**src/rtl/trace_pkg.sv**
```systemverilog
// Shared trace packet format: header, entry layout, packet length and byte selection.
// TRACE_SEQ_EN adds an 8-bit sequence byte after the header (14-byte packets).
package trace_pkg;

    localparam logic [7:0] TRACE_HDR = 8'hA5;

`ifdef TRACE_SEQ_EN
    localparam int PKT_LEN = 14;

    typedef struct packed {
        logic [31:0] pc;
        logic [31:0] instr;
        logic [31:0] result;
        logic [7:0]  seq;
    } trace_entry_t;
`else
    localparam int PKT_LEN = 13;

    typedef struct packed {
        logic [31:0] pc;
        logic [31:0] instr;
        logic [31:0] result;
    } trace_entry_t;
`endif

    localparam logic [0:0] IDLE = 1'b0;
    localparam logic [0:0] SEND = 1'b1;

    localparam logic [3:0] LAST_IDX = 4'(PKT_LEN - 1);

    // Byte 0 sits in the low bits so the packet index is a plain byte shift.
    function automatic logic [7:0] pkt_byte(input trace_entry_t e, input logic [3:0] idx);
        logic [PKT_LEN*8-1:0] flat;
        logic [PKT_LEN*8-1:0] shifted;
`ifdef TRACE_SEQ_EN
        flat = {e.result, e.instr, e.pc, e.seq, TRACE_HDR};
`else
        flat = {e.result, e.instr, e.pc, TRACE_HDR};
`endif
        shifted = flat >> {idx, 3'b000};
        return shifted[7:0];
    endfunction

endpackage

```
**src/rtl/trace_fifo.sv**
```systemverilog
// Synchronous FIFO of trace entries; head is readable combinationally, one-cycle write.
// No internal protection: the owner pushes only when not full (or popping) and pops only when not empty.
module trace_fifo
    import trace_pkg::*;
#(
    parameter int DEPTH = 4
) (
    input  logic                       clk,
    input  logic                       rst,
    input  logic                       push,
    input  logic                       pop,
    input  trace_entry_t               din,
    output trace_entry_t               dout,
    output logic                       full,
    output logic                       empty,
    output logic [$clog2(DEPTH):0]     level
);

    localparam int AW = $clog2(DEPTH);

    trace_entry_t  mem_q [DEPTH];
    trace_entry_t  mem_d [DEPTH];
    logic [AW-1:0] wr_ptr_q, wr_ptr_d;
    logic [AW-1:0] rd_ptr_q, rd_ptr_d;
    logic [AW:0]   cnt_q, cnt_d;

    assign full  = (cnt_q == (AW+1)'(DEPTH));
    assign empty = (cnt_q == '0);
    assign dout  = mem_q[rd_ptr_q];
    assign level = cnt_q;

    always_comb begin
        mem_d    = mem_q;
        wr_ptr_d = wr_ptr_q;
        rd_ptr_d = rd_ptr_q;
        cnt_d    = cnt_q;
        if (push) begin
            mem_d[wr_ptr_q] = din;
            wr_ptr_d        = wr_ptr_q + 1'b1;
        end
        if (pop) begin
            rd_ptr_d = rd_ptr_q + 1'b1;
        end
        case ({push, pop})
            2'b10:   cnt_d = cnt_q + 1'b1;
            2'b01:   cnt_d = cnt_q - 1'b1;
            default: cnt_d = cnt_q;
        endcase
    end

    always_ff @(posedge clk or posedge rst) begin
        if (rst) begin
            for (int i = 0; i < DEPTH; i++) begin
                mem_q[i] <= '0;
            end
            wr_ptr_q <= '0;
            rd_ptr_q <= '0;
            cnt_q    <= '0;
        end else begin
            mem_q    <= mem_d;
            wr_ptr_q <= wr_ptr_d;
            rd_ptr_q <= rd_ptr_d;
            cnt_q    <= cnt_d;
        end
    end

endmodule

```
**src/rtl/trace_packetizer.sv**
```systemverilog
// Retirement trace packetizer: buffers {pc,instr,result} and streams fixed-format byte packets.
// Header appears 2 cycles after wb_valid when idle; output holds while out_ready=0, full FIFO drops and sets overflow.
// TRACE_SEQ_EN inserts a per-retirement sequence byte after the header.
module trace_packetizer
    import trace_pkg::*;
#(
    parameter int DEPTH = 4
) (
    input  logic                       clk,
    input  logic                       rst,
    input  logic                       wb_valid,
    input  logic [31:0]                wb_pc,
    input  logic [31:0]                wb_instr,
    input  logic [31:0]                wb_result,
    output logic                       out_valid,
    output logic [7:0]                 out_data,
    input  logic                       out_ready,
    output logic                       overflow,
    output logic [$clog2(DEPTH):0]     fifo_level
);

    logic [0:0]   state_q, state_d;
    logic [3:0]   byte_idx_q, byte_idx_d;
    trace_entry_t payload_q, payload_d;
    logic         overflow_q, overflow_d;

    logic         hs, last, pop, push;
    logic         fifo_full, fifo_empty;
    trace_entry_t head, wr_entry;

`ifdef TRACE_SEQ_EN
    logic [7:0]   seq_q, seq_d;
`endif

    assign hs   = (state_q == SEND) && out_ready;
    assign last = (byte_idx_q == LAST_IDX);
    // Reload on the final handshake keeps back-to-back packets free of bubbles.
    assign pop  = !fifo_empty && ((state_q == IDLE) || (hs && last));
    assign push = wb_valid && (!fifo_full || pop);

    always_comb begin
        wr_entry        = '0;
        wr_entry.pc     = wb_pc;
        wr_entry.instr  = wb_instr;
        wr_entry.result = wb_result;
`ifdef TRACE_SEQ_EN
        wr_entry.seq    = seq_q;
`endif
    end

    trace_fifo #(.DEPTH(DEPTH)) u_fifo (
        .clk   (clk),
        .rst   (rst),
        .push  (push),
        .pop   (pop),
        .din   (wr_entry),
        .dout  (head),
        .full  (fifo_full),
        .empty (fifo_empty),
        .level (fifo_level)
    );

    always_comb begin
        state_d    = state_q;
        byte_idx_d = byte_idx_q;
        payload_d  = payload_q;
        overflow_d = overflow_q | (wb_valid && !push);
        if (pop) begin
            payload_d  = head;
            byte_idx_d = '0;
            state_d    = SEND;
        end else if (hs) begin
            if (last) begin
                state_d = IDLE;
            end else begin
                byte_idx_d = byte_idx_q + 1'b1;
            end
        end
    end

`ifdef TRACE_SEQ_EN
    // Dropped retirements still consume a number so the host sees the gap.
    always_comb begin
        seq_d = seq_q;
        if (wb_valid) begin
            seq_d = seq_q + 8'd1;
        end
    end

    always_ff @(posedge clk or posedge rst) begin
        if (rst) begin
            seq_q <= '0;
        end else begin
            seq_q <= seq_d;
        end
    end
`endif

    always_ff @(posedge clk or posedge rst) begin
        if (rst) begin
            state_q    <= IDLE;
            byte_idx_q <= '0;
            payload_q  <= '0;
            overflow_q <= 1'b0;
        end else begin
            state_q    <= state_d;
            byte_idx_q <= byte_idx_d;
            payload_q  <= payload_d;
            overflow_q <= overflow_d;
        end
    end

    assign out_valid = (state_q == SEND);
    assign out_data  = out_valid ? pkt_byte(payload_q, byte_idx_q) : 8'h00;
    assign overflow  = overflow_q;

endmodule
```
**config.mk**
```make
export PLATFORM = sky130hd
export DESIGN_NAME = trace_packetizer
export DESIGN_NICKNAME = d
export VERILOG_FILES = /design/src/rtl/trace_pkg.sv /design/src/rtl/trace_fifo.sv /design/src/rtl/trace_packetizer.sv
export SDC_FILE = /design/constraint.sdc
export NUM_CORES = 1
export LEC_CHECK = 0
export CAP_MARGIN = 30
export CORE_AREA = 5 5 162 226
export DETAILED_ROUTE_END_ITERATION = 7
export DIE_AREA = 0 0 167 231
export PLACE_DENSITY_LB_ADDON = 0.1
export SLEW_MARGIN = 20
export SYNTH_ARGS = -nofsm -noshare
export SYNTH_HDL_FRONTEND = slang
export SYNTH_HIERARCHICAL = 1
export SYNTH_SLANG_ARGS = --single-unit
```
**constraint.sdc**
```tcl
create_clock -name clk -period 38.4 [get_ports clk]
set_input_delay 11.52 -clock clk [delete_from_list [all_inputs] [get_ports clk]]
set_output_delay 11.52 -clock clk [all_outputs]
set_load 0.005 [all_outputs]
```
==> out/results.txt <==
Max-cap check violation count - 0
EDFF count, synth - 0
Post-route clock skew - 11.9 ps
Placer Congestion - 0.815
Syn avg cell area - 16.7 µm²
# diodes - 0
Total clock buffers created by CTS - 47
P_sw - 0.673 mW
Die width - 167 µm
Crit-path max FO - 21
Min Tclk post-route - 15240 ps
CP Capture Type - primary output
Drc violations - 0
Slew Viols, Final - 0
Slew @ Worst Pin - 940 ps
Hold Crit Start - u_fifo/mem_q[211]$_DFFE_PP0P_
Via count - 11600
R2r startpoint - byte_idx_q[0]$_DFFE_PP0P_
1st-iter DRT viols - 686
Post-synthesis sequential area ratio - 56.1%
Synthesized net count - 1425
CP Class - flop to primary output
Crit. Startpoint - byte_idx_q[1]$_DFFE_PP0P_
Via-to-Cell Ratio - 6.13
Fin nets - 1518
Site Rows - 81
Area Overhead vs Synth - 12.8%
Area of placed instances - 0.0232 mm²
Clock tree from TritonCTS - built
Clock group share of total power - 20.5%
Inst Count DP - 1813
Uppermost routed layer - met4
Number of synthesized register bits - 493
Ys async rst share - 100%
Clk_lat worst skew - 560 ps
Main flop type after synthesis - dfrtp_1
Headroom to the max-slew limit - 37.3%
Initial core utilization - 63.6%
Die H - 231 µm
Crit path DAT - 3720 ps
Final period util - 39.7%
DR WL met2 - 23500 µm
Seq pwr share - 43.1%
Synth warn - 6
Setup TNS - 0 ps
Synth Instances - 1317
Postcts setup bufs - 0
CTS sink cnt - 493
# fillers - 2216
# IOs - 113
Largest net degree at the start of global routing - 174
Post-CTS sizing - 0
Critical path required time - 26880 ps
Hold_buf cts - 0
Reg clk slew, reported paths - 60 ps
Gate power share - 36.3%
# setup viols final - 0
Worst hold path class - flop to flop
Number of global-route vias before repair - 12800
Power Internal - 1.52 mW
Initial antenna violation count - 0
Total core area - 0.0346 mm²
CP Launch Type - flop
Wire length of the first global-routing pass - 74500 µm
Fmax - 65.6 MHz
VDD IR max - 0.0548 mV
GR Overflow Total - 0
First-pass iteration count of the detailed router - 5
Switching share of power - 30.7%
RSZ-0062 raised after global routing - no
DP HPWL - 28900 µm
Post-DRT Antenna Nets - 0
Average wire per standard cell - 24.2 µm
Leakage power - 10.6 nW
Final wirelength - 45800 µm
Finished Layout Cells - 1898
Count of cell types in the netlist - 50
Share of layout cells above drive strength 1 - 36.8%
Final Hold Viols - 0
Clk buf depth - 3
# H-tree levels - 2
Root Buffer - clkbuf_16
WL met1 - 19200 µm
Post-route cell area - 0.0248 mm²
Met3 Wirelength - 1860 µm
Status - finished, final reports clean
Die ar. - 0.0386 mm²
Synth Cell Area - 0.0220 mm²
PortBufs - 112
Total GRT Usage - 24.7%
P per Cell Area - 88.4 mW/mm²
==> critical path: stages, from the launching register on <==
cell and delay (ps):
dfrtp_1 960, buf_4 430, and2b_1 310, a221oi_1 160
a311oi_1 550, o211a_1 220, clkdlybuf4s50_1 540
==> state kept, by name (all words and copies together), names as in the netlist <==
register,cells
u_fifo/wr_ptr_q,2
overflow,1
u_fifo/level,3
payload_q,96
u_fifo/rd_ptr_q,2
byte_idx_q,4
out_valid,1
u_fifo/mem_q,384
==> worst paths after layout <==
| check | slack (ps) | endpoint | depth (start not counted) |
|---|---|---|---|
| max reg2reg | 34020 | u_fifo/mem_q[67]$_DFFE_PP0P_ | 10 |
| max | 23160 | out_data[6] | 6 |
| min in group asynchronous | 11460 | u_fifo/mem_q[140]$_DFFE_PP0P_ | 2 |
| max in group asynchronous | 25090 | u_fifo/mem_q[361]$_DFFE_PP0P_ | 5 |
| min reg2reg | 480 | u_fifo/mem_q[211]$_DFFE_PP0P_ | 1 |
| min | 480 | u_fifo/mem_q[211]$_DFFE_PP0P_ | 1 |
==> area by class of cell <==
type | instances | area (µm²) | area share (%)
Multi-Input combinational cell | 721 | 8930 | 36.0
Tap cell | 456 | 571 | 2.30
Clock inverter | 11 | 120 | 0.485
Inverter | 15 | 68.8 | 0.278
Timing Repair Buffer | 132 | 1390 | 5.60
Clock buffer | 70 | 1360 | 5.50
Sequential cell | 493 | 12300 | 49.8
==> power by group through the flow <==
stage          combinational, mW  clock (mW)  sequential [mW]
3_3_place_gp               0.753           0            0.955
4_1_cts                    0.792       0.460            0.954
6_report                   0.796       0.450            0.945
2_1_floorplan              0.643           0            0.876
3_5_place_dp               0.788           0            0.961
5_1_grt                    0.856       0.483            0.975
==> cells in the mapped netlist, types with 5 or more instances <==
library cell / number / area (µm²)
dfrtp_1: 493 / 12300
ha_1: 7 / 87.6
mux2i_1: 24 / 240
buf_6: 21 / 236
mux4_2: 98 / 2210
mux2_1: 160 / 1800
o21ai_0: 7 / 35.0
buf_2: 37 / 185
inv_1: 14 / 52.6
a221oi_1: 7 / 61.3
a211oi_1: 5 / 37.5
buf_4: 21 / 158
clkbuf_1: 5 / 18.8
nand2_1: 9 / 33.8
mux2_2: 302 / 3400
mux2_4: 29 / 435
==> layout by cell type, fill, tap and decap left out, types with 7 or more instances in the layout <==
cell type	count
a221oi_1	7
mux2_2	302
clkbuf_8	10
ha_1	7
inv_1	12
clkbuf_1	13
mux2_4	29
buf_4	13
clkdlybuf4s50_1	112
mux2i_1	24
o21ai_0	7
dfrtp_1	491
mux4_2	98
mux2_1	160
nand2_1	9
clkbuf_16	47
==> metal layers <==
layer  up-vias  global-route usage, %
met5         -                      0
met4         0                   6.86
met3        69                   3.77
met2       229                   41.8
met1      6226                   33.9
li1       5103                      -
==> through the flow <==
step	hold WS [ps]	util (%)	power [mW]	setup WS, ps
floorplan	459	-	1.52	16010
global placement	468	67.0	1.71	23120
detailed placement	477	67.2	1.75	23080
CTS	489	71.4	2.21	23170
global route	497	71.7	2.31	23030
finish	485	71.7	2.19	23160
==> cells by family (layout without fill, tap and decap cells) <==
kind of cell	Yosys count	count (layout)	synth area share, %
muxes	613	613	36.8
DFF	493	493	56.1
buffers and inverters	103	228	3.33
AOI/OAI and AO/OA	55	55	2.00
and+or+nand+nor	39	39	1.00
adders and majority gates	8	8	0.490
xor gates and xnor gates	6	6	0.239
Note: power is estimated with default switching activity, not from simulation.
